==> src/rtl/div_issue_ctrl.sv <==
// ---------------------------------------------------------------------------
// div_issue_ctrl
//
// Issue/retire controller that sits between the decode stage and a
// multi-cycle M-extension divider. It holds at most one divide in flight.
// The op is accepted in IDLE, start is pulsed once in ISSUE, and WAIT
// watches the divider's stall line until the result is ready. Special
// cases (divide-by-zero, signed overflow) take a one-cycle DRAIN detour
// that writes the architectural fix-up value instead of the divider
// result. RESP then holds a write-back request until it is accepted.
// A WAIT that runs too long completes with an error flag and zero data.
//
// Ports
//   clk, rst             clock, asynchronous active-high reset
//   clear                synchronous flush back to IDLE, discards everything
//   req_valid/req_ready  request handshake from decode (ready only in IDLE)
//   req_op/a/b/rd        divide operation, operands and destination register
//   div_start            one-cycle start pulse to the divider
//   div_op/div_a/div_b   latched op and operands, stable while busy
//   div_stall/dbz/ovf    divider status inputs
//   div_result           divider result
//   busy, busy_rd        in-flight indicator and its destination (hazards)
//   wb_valid/wb_ready    write-back handshake
//   wb_rd/wb_data/wb_err write-back payload; wb_err marks a timeout
// ---------------------------------------------------------------------------

package div_issue_pkg;

    typedef enum logic [1:0] {
        ALU_DIV  = 2'd0,
        ALU_DIVU = 2'd1,
        ALU_REM  = 2'd2,
        ALU_REMU = 2'd3
    } alu_t;

endpackage

module div_issue_ctrl
    import div_issue_pkg::*;
#(
    parameter int WIDTH   = 32,
    parameter int TIMEOUT = 48
) (
    input  logic             clk,
    input  logic             rst,
    input  logic             clear,

    input  logic             req_valid,
    output logic             req_ready,
    input  alu_t             req_op,
    input  logic [WIDTH-1:0] req_a,
    input  logic [WIDTH-1:0] req_b,
    input  logic [4:0]       req_rd,

    output logic             div_start,
    output alu_t             div_op,
    output logic [WIDTH-1:0] div_a,
    output logic [WIDTH-1:0] div_b,
    input  logic             div_stall,
    input  logic             div_dbz,
    input  logic             div_ovf,
    input  logic [WIDTH-1:0] div_result,

    output logic             busy,
    output logic [4:0]       busy_rd,

    output logic             wb_valid,
    input  logic             wb_ready,
    output logic [4:0]       wb_rd,
    output logic [WIDTH-1:0] wb_data,
    output logic             wb_err
);

    typedef enum logic [2:0] {
        S_IDLE  = 3'd0,
        S_ISSUE = 3'd1,
        S_WAIT  = 3'd2,
        S_DRAIN = 3'd3,
        S_RESP  = 3'd4
    } state_t;

    // The wait counter holds the number of WAIT cycles already spent, so the
    // TIMEOUT-th WAIT cycle is the one that sees TIMEOUT-1.
    localparam logic [5:0]       TIMEOUT_LAST = 6'(TIMEOUT - 1);
    localparam logic [WIDTH-1:0] MOST_NEG     = {1'b1, {(WIDTH-1){1'b0}}};

    state_t           state_q, state_d;
    alu_t             op_q, op_d;
    logic [WIDTH-1:0] a_q, a_d;
    logic [WIDTH-1:0] b_q, b_d;
    logic [4:0]       rd_q, rd_d;
    logic [5:0]       wait_cnt_q, wait_cnt_d;
    logic             seen_stall_q, seen_stall_d;
    logic [WIDTH-1:0] wb_data_q, wb_data_d;
    logic             wb_err_q, wb_err_d;

    logic             is_quotient;
    logic [WIDTH-1:0] fixup;

    // Architectural special-case results, derived only from the latched
    // operands. A zero divisor decides between the two cases; anything else
    // reaching DRAIN is the signed overflow, whose quotient is the most
    // negative value and whose remainder is zero.
    always_comb begin
        is_quotient = (op_q == ALU_DIV) || (op_q == ALU_DIVU);
        fixup       = '0;
        if (b_q == '0) begin
            fixup = is_quotient ? '1 : a_q;
        end else begin
            fixup = is_quotient ? MOST_NEG : '0;
        end
    end

    // Next-state and datapath-register logic. Divider status is only
    // meaningful in WAIT; special cases beat normal completion, which beats
    // the timeout. A synchronous clear overrides every transition and wipes
    // the in-flight op together with any pending write-back.
    always_comb begin
        state_d      = state_q;
        op_d         = op_q;
        a_d          = a_q;
        b_d          = b_q;
        rd_d         = rd_q;
        wait_cnt_d   = wait_cnt_q;
        seen_stall_d = seen_stall_q;
        wb_data_d    = wb_data_q;
        wb_err_d     = wb_err_q;

        unique case (state_q)
            S_IDLE: begin
                if (req_valid) begin
                    op_d         = req_op;
                    a_d          = req_a;
                    b_d          = req_b;
                    rd_d         = req_rd;
                    wait_cnt_d   = '0;
                    seen_stall_d = 1'b0;
                    wb_err_d     = 1'b0;
                    state_d      = S_ISSUE;
                end
            end

            S_ISSUE: begin
                state_d = S_WAIT;
            end

            S_WAIT: begin
                wait_cnt_d = wait_cnt_q + 6'd1;
                if (div_stall) begin
                    seen_stall_d = 1'b1;
                end
                if (div_dbz || div_ovf) begin
                    state_d = S_DRAIN;
                end else if (seen_stall_q && !div_stall) begin
                    wb_data_d = div_result;
                    wb_err_d  = 1'b0;
                    state_d   = S_RESP;
                end else if (wait_cnt_q == TIMEOUT_LAST) begin
                    wb_data_d = '0;
                    wb_err_d  = 1'b1;
                    state_d   = S_RESP;
                end
            end

            // One cycle here lets the divider finish its special-case
            // finalize before a new op can be started.
            S_DRAIN: begin
                wb_data_d = fixup;
                wb_err_d  = 1'b0;
                state_d   = S_RESP;
            end

            S_RESP: begin
                if (wb_ready) begin
                    wb_err_d = 1'b0;
                    state_d  = S_IDLE;
                end
            end

            default: begin
                state_d = S_IDLE;
            end
        endcase

        if (clear) begin
            state_d      = S_IDLE;
            op_d         = ALU_DIV;
            a_d          = '0;
            b_d          = '0;
            rd_d         = '0;
            wait_cnt_d   = '0;
            seen_stall_d = 1'b0;
            wb_data_d    = '0;
            wb_err_d     = 1'b0;
        end
    end

    // State and datapath registers with asynchronous reset.
    always_ff @(posedge clk or posedge rst) begin
        if (rst) begin
            state_q      <= S_IDLE;
            op_q         <= ALU_DIV;
            a_q          <= '0;
            b_q          <= '0;
            rd_q         <= '0;
            wait_cnt_q   <= '0;
            seen_stall_q <= 1'b0;
            wb_data_q    <= '0;
            wb_err_q     <= 1'b0;
        end else begin
            state_q      <= state_d;
            op_q         <= op_d;
            a_q          <= a_d;
            b_q          <= b_d;
            rd_q         <= rd_d;
            wait_cnt_q   <= wait_cnt_d;
            seen_stall_q <= seen_stall_d;
            wb_data_q    <= wb_data_d;
            wb_err_q     <= wb_err_d;
        end
    end

    // Outputs are decoded from the state register so nothing glitches on
    // inputs. rd and err are gated so they read zero outside their window.
    assign req_ready = (state_q == S_IDLE);
    assign div_start = (state_q == S_ISSUE);
    assign busy      = (state_q != S_IDLE);
    assign busy_rd   = busy ? rd_q : 5'd0;
    assign div_op    = op_q;
    assign div_a     = a_q;
    assign div_b     = b_q;
    assign wb_valid  = (state_q == S_RESP);
    assign wb_rd     = wb_valid ? rd_q : 5'd0;
    assign wb_data   = wb_data_q;
    assign wb_err    = wb_valid && wb_err_q;

endmodule

==> config.mk <==
export PLATFORM = sky130hd
export DESIGN_NAME = div_issue_ctrl
export DESIGN_NICKNAME = d
export VERILOG_FILES = /design/src/rtl/div_issue_ctrl.sv
export SDC_FILE = /design/constraint.sdc
export NUM_CORES = 1
export LEC_CHECK = 0
export BUFFER_PORTS_ARGS = -buffer_cell sky130_fd_sc_hd__buf_2
export CORE_AREA = 2 2 95 119
export DETAILED_ROUTE_END_ITERATION = 6
export DIE_AREA = 0 0 97 121
export GPL_TIMING_DRIVEN = 0
export PLACE_DENSITY = 0.84
export SLEW_MARGIN = 25
export SYNTH_ARGS = -nofsm -noshare
export SYNTH_HDL_FRONTEND = slang
export SYNTH_SLANG_ARGS = --single-unit
export TNS_END_PERCENT = 1
==> constraint.sdc <==
create_clock -name clk -period 11 [get_ports clk]
set_clock_uncertainty 0.1 [all_clocks]
set_input_delay 1.65 -clock clk [delete_from_list [all_inputs] [get_ports clk]]
set_output_delay 1.65 -clock clk [all_outputs]
set_load 0.02 [all_outputs]
==> results of run 1 <==
[stage by stage]
stage                       util  power [mW]  setup slack [ns]  hold slack, ns
after floorplan                -      0.6068             6.234          0.3831
after global placement    0.6323      0.6847             5.056          0.3697
after detailed placement  0.6354      0.6927             7.475          0.3771
after CTS                 0.6936       1.261             7.501          0.3895
after global routing      0.6936       1.307             7.393          0.4074
final                     0.6936       1.257             7.524          0.3888
[layer usage]
metal | wire, um | share of wire | up-vias | global-route usage
met1 | 6364 | 0.37 | 2646 | 0.3631
li1 | - | - | 2562 | -
met4 | 486 | 0.029 | 0 | 0.1083
met3 | 1599 | 0.094 | 47 | 0.08007
met2 | 8526 | 0.50 | 334 | 0.5039
met5 | 0 | 0 | - | 0
[power by group]
group          internal (mW)  switching [mW]  total, mW  leakage (nW)
logic                 0.0782           0.144      0.222          1.84
clock network          0.378           0.192      0.569         0.302
registers              0.444          0.0207      0.465          1.56
total                  0.900           0.357       1.26          3.70
[sequential cells by signal (all words and copies together) (netlist names)]
| signal | cells |
|---|---|
| div_a | 32 |
| div_b | 32 |
| wb_data | 32 |
| wait_cnt_q | 6 |
| rd_q | 5 |
| state_q | 3 |
| div_op | 2 |
| seen_stall_q | 1 |
| wb_err_q | 1 |
[worst max path at each step]
stage                                 startpoint  slack [ns]  depth (start not counted)               endpoint
after global routing      state_q[1]$_DFFE_PP0P_        7.39                          4             busy_rd[3]
after floorplan                              rst        6.23                          1   div_a[0]$_DFFE_PP0P_
after CTS                 state_q[1]$_DFFE_PP0P_        7.50                          4             busy_rd[3]
after detailed placement                   clear        7.47                          4  div_a[12]$_DFFE_PP0P_
final                     state_q[1]$_DFFE_PP0P_        7.52                          4             busy_rd[0]
after global placement                       rst        5.06                          2  div_a[20]$_DFFE_PP0P_
[worst reg2reg max path, cell delays in order, from the launching register on]
cell and delay, ns:
dfrtp_1 0.42, buf_4 0.19, nor3_2 0.45, nand2_1 0.42
clkbuf_1 0.38, nand2_1 0.14, a21oi_1 0.08
[cells by family (layout without fill, tap and decap cells)]
kind of cell / Yosys count / in the layout / synth area share
adder cells (fa/ha/maj): 1 / 1 / 0.002316
AND/OR/NAND/NOR: 198 / 198 / 0.1635
AO/OA/AOI/OAI: 192 / 192 / 0.2233
buffers and inverters: 87 / 342 / 0.07897
multiplexers: 2 / 2 / 0.003937
flip-flops: 114 / 114 / 0.5280
[cells in the mapped netlist, types with 2 or more instances]
cell type and number:
nor2_1 5, nand3_1 3, nand2_1 147, buf_2 5, inv_1 36, nor2b_1 7, or3_1 3, buf_1 3
dfrtp_1 114, clkbuf_1 28, a32o_1 32, nor4_1 9, o21ai_0 5, o31ai_1 2, or4_1 2, buf_4 5
and3_1 6, a21oi_1 113, nand4_1 2, nand2b_1 3, a31oi_1 32, buf_6 10, and2_1 2
[area by class of cell]
cell class,instances,area [um2]
Fill cell,879,3237
Sequential cell,114,2853
Multi-Input combinational cell,393,2123
Timing Repair Buffer,223,1139
Clock buffer,22,484.2
Buffer,51,291.5
Tap cell,132,165.2
Inverter,36,140.1
Clock inverter,10,130.1
==> run metrics, run 1 <==
Warnings, synthesis 0; power per cell area ~170 nW/um2; Critical R2R Capture div_a[12]$_DFFE_PP0P_; Setup crit end kind primary output; Setup TNS 0 ns; CP startpoint kind flip-flop; starting density of the core 0.5115; CP max stage delay 0.44 ns; fraction of layout instances using a drive strength above 1 0.3345; Layout Nets between 900 and 1,000; CP arrival between 1.5 and 2 ns; Setup Viol. Count Final 0; design area ~7300 um2; Main synth FF type dfrtp_1; drt pass-1 iters 7; die area 11,740 um2; number of antenna violations at the first check in global routing 0; Hold Crit Depth 1; first-pass GRT wire length 27,610 um; Reg clk slew, reported paths roughly 0.060 ns; largest net degree at the start of global routing 68; number of setup buffers added after CTS 0; minimum clock period 3.476 ns; I/O Pins about 220; # diodes 0; gp weighted congestion between 0.8 and 0.9; Total Wirelength around 17,000 um; Slew @ Worst Pin approximately 0.6 ns; CP bufs+invs 2; via count ~5,600; First DRT Iteration DRCs about 430; post-route DRC violation count 0; reg-to-reg slack, setup between 8 and 9 ns; CTS tree yes; hold endpoint wb_data[5]$_DFFE_PP0P_; commonest non-fill, non-tap cell in the layout buf_2; CTS max path bufs 2; max cap viols 0; gr usage total 0.2961; Clock Latency Late Sink 0.41 ns; Seq cells post-synth about 110; Synth top area share 0.5280; Hold Startpoint wb_data[5]$_DFFE_PP0P_; sequential share of the synthesized area 0.5280; synthesized area roughly 5400 um2; CP cell instances buf_4 > nor3_2 > nor2b_1 > buf_2; CP top delay family simple AND/OR/NAND/NOR gates; Syn Nets around 710; placed insts roughly 950; Crit Path Category flip-flop to primary output; Post-CTS Resized 0; CP max-delay cell nor3_2; synth-to-layout area growth 35.60%; worst-case reg-to-reg path depth 6; average instance area after synthesis roughly 9 um2; post-DP HPWL between 10,000 and 15,000 um; WL per Instance approximately 17 um; Port-buffer cells between 200 and 250; root buf cell clkbuf_16; status finished, final reports clean; highest clock rate 287.7 MHz; Leakage around 3.7 nW; crit-path max FO 10; Tightest Hold Check Type flip-flop to flip-flop; post-synthesis cell type count 43; grt total ovfl 0; DP Area around 6700 um2; Synth area leader dfrtp_1; ys async rst share 1.000; Post-Layout Cell Count ~980; H-Tree Level Count 4; Rows 42; DRT antenna net count 0; # clock sinks around 110; die height around 120 um; Fin. Hold Viols 0; Post-synth EDFFs 0; Tcrit/Tclk final 0.3160; Core Region ~11,000 um2; Required @ worst endpoint a little over 9 ns; Synth area leaders dfrtp_1 53%, a21oi_1 10%, nand2_1 10%, a32o_1 5.9%, a31oi_1 3.7%; number of global-route vias before repair about 5,500; most frequent cells in the layout 227 x buf_2, 147 x nand2_1, 114 x dfrtp_1; max-slew violation count 0; Syn Inst Count between 500 and 600; RSZ-0062 raised after global routing no; Die Width slightly below 100 um; hold_buf cts 0; vias per cell ~5.7; Max VDD drop about 0.11 mV; Reg2Reg Launch Point state_q[1]$_DFFE_PP0P_; Worst slew margin 0.5886; TritonCTS Buffers 17
Note: power is estimated with default switching activity, not from simulation.
==> run 2: changes to the inputs <==
--- a/config.mk
+++ b/config.mk
@@ -6,11 +6,11 @@
 export NUM_CORES = 1
 export LEC_CHECK = 0
 export BUFFER_PORTS_ARGS = -buffer_cell sky130_fd_sc_hd__buf_2
-export CORE_AREA = 2 2 95 119
+export CORE_AREA = 2 2 103 129
 export DETAILED_ROUTE_END_ITERATION = 6
-export DIE_AREA = 0 0 97 121
+export DIE_AREA = 0 0 105 131
 export GPL_TIMING_DRIVEN = 0
-export PLACE_DENSITY = 0.84
+export PLACE_DENSITY = 0.76
 export SLEW_MARGIN = 25
 export SYNTH_ARGS = -nofsm -noshare
 export SYNTH_HDL_FRONTEND = slang
==> constraint.sdc (replaced) <==
create_clock -name clk -period 3.04 [get_ports clk]
set_clock_uncertainty 0.1 [all_clocks]
set_input_delay 0.456 -clock clk [delete_from_list [all_inputs] [get_ports clk]]
set_output_delay 0.456 -clock clk [all_outputs]
set_load 0.02 [all_outputs]
==> run metrics, run 2 (same netlist as run 1, synthesis figures left out) <==
minimum clock period about 2.4 ns; Reg2Reg Launch Point div_b[23]$_DFFE_PP0P_; root buf cell clkbuf_16; max cap viols 0; number of setup buffers added after CTS 0; post-DP HPWL around 12,000 um; CP max stage delay ~0.52 ns; grt total ovfl 0; Required @ worst endpoint 3.28 ns; Max VDD drop 0.4306 mV; CTS max path bufs 2; # clock sinks between 100 and 150; gr usage total 0.2420; first-pass GRT wire length about 26,000 um; Logic pwr share 0.179; routed wl met2 roughly 9000 um; hold endpoint div_b[26]$_DFFE_PP0P_; # diodes 0; Met3 Wirelength 859 um; number of antenna violations at the first check in global routing 1; Setup crit end kind flip-flop; CP cell instances nor4_1 > nand4_1 > o21ai_0 > clkbuf_1 > a32o_1; Crit Path Category flip-flop to flip-flop; Psw between 1 and 1.5 mW; RSZ-0062 raised after global routing no; CP max-delay cell o21ai_0; WL met1 approximately 6600 um; Tightest Hold Check Type primary input to flip-flop; Total Wirelength 16,500 um; power per cell area between 600 and 700 nW/um2; Rows 46; status finished, final reports clean; Tcrit/Tclk final 0.8041; Fin. Hold Viols 0; CP arrival 2.68 ns; max layer used met5; reg-to-reg slack, setup approximately 0.6 ns; Fillers around 1,200; most frequent cells in the layout 227 x buf_2, 147 x nand2_1, 114 x dfrtp_1; Setup TNS 0 ns; P_int 3.218 mW; fraction of layout instances using a drive strength above 1 0.3353; Clk pwr share 0.447; max-slew violation count 0; drt pass-1 iters 4; Sw Share 0.2836; TritonCTS Buffers 17; synth-to-layout area growth 37.22%; pre-CTS setup slack roughly 0.55 ns; commonest non-fill, non-tap cell in the layout buf_2; die height 131 um; DRT antenna net count 0; Die Width approximately 110 um; vias per cell roughly 5.2; highest clock rate ~410 MHz; Clock Latency Late Sink 0.41 ns; Hold Crit Depth 3; Core Region 12,550 um2; number of global-route vias before repair between 5,000 and 6,000; post-route DRC violation count 0; Slew @ Worst Pin between 0.5 and 0.6 ns; CTS tree yes; worst-case reg-to-reg path depth 5; Hold Startpoint req_b[26]; CP bufs+invs 1; WL per Instance approximately 16 um; die area 13,760 um2; Port-buffer cells between 200 and 250; Seq pwr share 0.374; starting density of the core 0.4306; Setup Viol. Count Final 0; First DRT Iteration DRCs ~260; Post-CTS Resized 0; gp weighted congestion approximately 0.80; CP startpoint kind flip-flop; largest net degree at the start of global routing 32; via count 5,273; Critical R2R Capture wb_data[19]$_DFFE_PP0P_; H-Tree Level Count 4; I/O Pins between 200 and 250; hold_buf cts 1; final worst slack roughly 0.60 ns; Leakage about 3.7 nW; CP top delay family compound AO/OA/AOI/OAI gates; Reg clk slew, reported paths around 0.050 ns; Worst slew margin 0.6057; crit-path max FO 10; Layout Nets ~950
## run 2: worst register-to-register path: cells and delay by family, from the launching register on
kind	cells	cell delay, ns
buffers and inverters	1	0.44
flip-flops	1	0.40
AND/OR/NAND/NOR	2	0.68
AO/OA/AOI/OAI	2	0.77
## run 2: power by group through the flow
| stage | Sequential, mW | Combinational (mW) | Clock (mW) |
|---|---|---|---|
| after detailed placement | 1.71 | 0.809 | 0 |
| after CTS | 1.68 | 0.813 | 2.04 |
| final | 1.68 | 0.805 | 2.01 |
| after floorplan | 1.78 | 0.414 | 0 |
| after global placement | 1.70 | 0.787 | 0 |
| after global routing | 1.69 | 0.890 | 2.11 |
## run 2: cell type report
type,instances,area [um2],share of cell area
Inverter,36,138.9,0.01873
Tap cell,168,210.2,0.02835
Multi-Input combinational cell,393,2123,0.2864
Clock buffer,21,460.4,0.06211
Clock inverter,11,135.1,0.01823
Sequential cell,114,2853,0.3848
Buffer,51,291.5,0.03932
Timing Repair Buffer,227,1201,0.1620
## run 2: layer usage
metal  vias to the layer above  GRT usage
met3                        23    0.05506
met2                       184     0.4381
met4                         2    0.08863
met1                      2495     0.2825
li1                       2569          -
met5                         -          0
## run 2: stage by stage
step / cells / cell area [um2] / hold WS, ns / power (mW) / utilization
2_1_floorplan: 594 / 5406 / 0.3831 / 2.196 / -
3_3_place_gp: 984 / 6728 / 0.3690 / 2.491 / 0.5362
3_5_place_dp: 988 / 6808 / 0.3763 / 2.514 / 0.5426
4_1_cts: 1021 / 7413 / 0.1634 / 4.534 / 0.5908
5_1_grt: 1021 / 7413 / 0.1749 / 4.696 / 0.5908
6_report: 1021 / 7413 / 0.1759 / 4.491 / 0.5908
## run 2: worst max-delay path by stage
stage | to | startpoint | depth (start not counted)
global route | wb_data[19]$_DFFE_PP0P_ | div_b[8]$_DFFE_PP0P_ | 5
finish | wb_data[19]$_DFFE_PP0P_ | div_b[23]$_DFFE_PP0P_ | 5
global placement | div_b[27]$_DFFE_PP0P_ | rst | 2
floorplan | div_a[29]$_DFFE_PP0P_ | state_q[1]$_DFFE_PP0P_ | 6
CTS | wb_data[19]$_DFFE_PP0P_ | div_b[23]$_DFFE_PP0P_ | 5
detailed placement | wb_data[19]$_DFFE_PP0P_ | div_b[23]$_DFFE_PP0P_ | 5
==> run 3: changes to the inputs <==
--- a/config.mk
+++ b/config.mk
@@ -6,11 +6,11 @@
 export NUM_CORES = 1
 export LEC_CHECK = 0
 export BUFFER_PORTS_ARGS = -buffer_cell sky130_fd_sc_hd__buf_2
-export CORE_AREA = 2 2 103 129
+export CORE_AREA = 2 2 98 124
 export DETAILED_ROUTE_END_ITERATION = 6
-export DIE_AREA = 0 0 105 131
+export DIE_AREA = 0 0 100 126
 export GPL_TIMING_DRIVEN = 0
-export PLACE_DENSITY = 0.76
+export PLACE_DENSITY = 0.79
 export SLEW_MARGIN = 25
 export SYNTH_ARGS = -nofsm -noshare
 export SYNTH_HDL_FRONTEND = slang
==> constraint.sdc (replaced) <==
create_clock -name clk -period 2.3 [get_ports clk]
set_clock_uncertainty 0.1 [all_clocks]
set_input_delay 0.345 -clock clk [delete_from_list [all_inputs] [get_ports clk]]
set_output_delay 0.345 -clock clk [all_outputs]
set_load 0.02 [all_outputs]
==> run metrics, run 3 (same netlist as run 1, synthesis figures left out) <==
status finished, final reports clean; WHS between 0.06 and 0.07 ns; first-pass GRT wire length 26,580 um; Core Region ~11,000 um2; Slew @ Worst Pin ~0.6 ns; fraction of layout instances using a drive strength above 1 0.3365; via count about 5,500; Port-buffer cells about 220; CTS max path bufs 2; Reg clk slew, reported paths about 0.06 ns; First DRT Iteration DRCs about 330; die area 12,600 um2; RSZ-0062 raised after global routing yes; Rows 44; # diodes 0; Worst slew margin 0.6052; Clock Latency Late Sink approximately 0.4 ns; power per cell area between 800 and 900 nW/um2; Setup crit end kind flip-flop; Tcrit/Tclk final 0.9601; vias per cell around 5.5; DRT antenna net count 0; max-slew violation count 0; CP bufs+invs 1; CTS tree yes; die height roughly 130 um; most frequent cells in the layout 227 x buf_2, 146 x nand2_1, 114 x dfrtp_1; commonest non-fill, non-tap cell in the layout buf_2; TritonCTS Buffers 17; CP top delay family simple AND/OR/NAND/NOR gates; gr usage total 0.2697; Leakage 3.721 nW; design area 7392 um2; Total Wirelength around 17,000 um; # clock sinks ~110; post-route DRC violation count 0; drt pass-1 iters 5; CP max-delay cell dfrtp_1; max cap viols 0; root buf cell clkbuf_16; Fin. Hold Viols 0; Layout Nets roughly 950; number of setup buffers added after CTS 0; DP Area between 6000 and 7000 um2; WL per Instance between 15 and 20 um; crit-path max FO 10; CP arrival roughly 2.5 ns; minimum clock period 2.208 ns; Tightest Hold Check Type primary input to flip-flop; highest clock rate 452.9 MHz; Required @ worst endpoint around 2.6 ns; Setup Viol. Count Final 0; Max VDD drop ~0.45 mV; CP max stage delay ~0.40 ns; grt total ovfl 0; starting density of the core 0.4718; H-Tree Level Count 4; I/O Pins roughly 220; number of global-route vias before repair 5,338; synth-to-layout area growth 36.82%; gp weighted congestion a little under 0.9; largest net degree at the start of global routing 29; CP cell instances nor4_1 > nand4_1 > o21ai_1 > clkbuf_1 > a32o_1; post-DP HPWL 12,700 um; Crit Path Category flip-flop to flip-flop; number of antenna violations at the first check in global routing 0; CP startpoint kind flip-flop; Die Width about 100 um
-- run 3: worst min-delay path, delay by kind of cell --
| family | cells | cell delay (ns) |
|---|---|---|
| buffers and inverters | 1 | 0.09 |
| AOI/OAI and AO/OA | 1 | 0.05 |
| and+or+nand+nor | 1 | 0.04 |
-- run 3: routing by layer --
| metal | up-vias | GRT usage | share of wire |
|---|---|---|---|
| met5 | - | 0 | 0 |
| met4 | 0 | 0.1233 | 0.029 |
| met3 | 41 | 0.06271 | 0.077 |
| met2 | 269 | 0.4575 | 0.50 |
| met1 | 2566 | 0.3240 | 0.40 |
| li1 | 2579 | - | - |
-- run 3: cell type report --
cell class / instances / area, um2
Clock buffer: 21 / 450.4
Sequential cell: 114 / 2853
Fill cell: 987 / 4059
Inverter: 36 / 138.9
Buffer: 51 / 292.8
Timing Repair Buffer: 227 / 1216
Tap cell: 138 / 172.7
Multi-Input combinational cell: 393 / 2132
Clock inverter: 11 / 136.4
-- run 3: worst paths after layout --
path                                         startpoint                       to  slack, ns  cells after the start
worst max-delay path               div_b[8]$_DFFE_PP0P_  wb_data[12]$_DFFE_PP0P_       0.09                      5
worst min-delay path                          req_b[16]    div_b[16]$_DFFE_PP0P_       0.06                      3
worst max register to register     div_b[8]$_DFFE_PP0P_  wb_data[12]$_DFFE_PP0P_       0.09                      5
worst min register to register  wb_data[21]$_DFFE_PP0P_  wb_data[21]$_DFFE_PP0P_       0.39                      1
max in group asynchronous                           rst     div_b[4]$_DFFE_PP0P_       1.05                      5
min in group asynchronous                           rst  wb_data[24]$_DFFE_PP0P_       0.39                      3
-- run 3: repair_timing --
item,CTS,global route
gates cloned,0,0
resized for setup,2,3
hold endpoints to repair,13,0
hold buffers,1,0
setup endpoints to repair,69,34
-- run 3: stage by stage --
stage	worst slack (ns)	setup TNS (ns)	utilization	cells	power, mW
4_1_cts	0.03729	0	0.6449	991	5.952
5_1_grt	-0.01573	-0.03970	0.6455	991	6.174
6_report	0.09184	0	0.6455	991	5.936
3_5_place_dp	-0.04483	-0.8738	0.5925	958	3.327
3_3_place_gp	-0.3187	-36.77	0.5842	954	3.294
2_1_floorplan	0.2801	0	-	594	2.903
-- run 3: power by group --
part | switching [mW] | internal (mW)
logic | 0.692 | 0.389
clock network | 0.917 | 1.72
registers | 0.0963 | 2.12
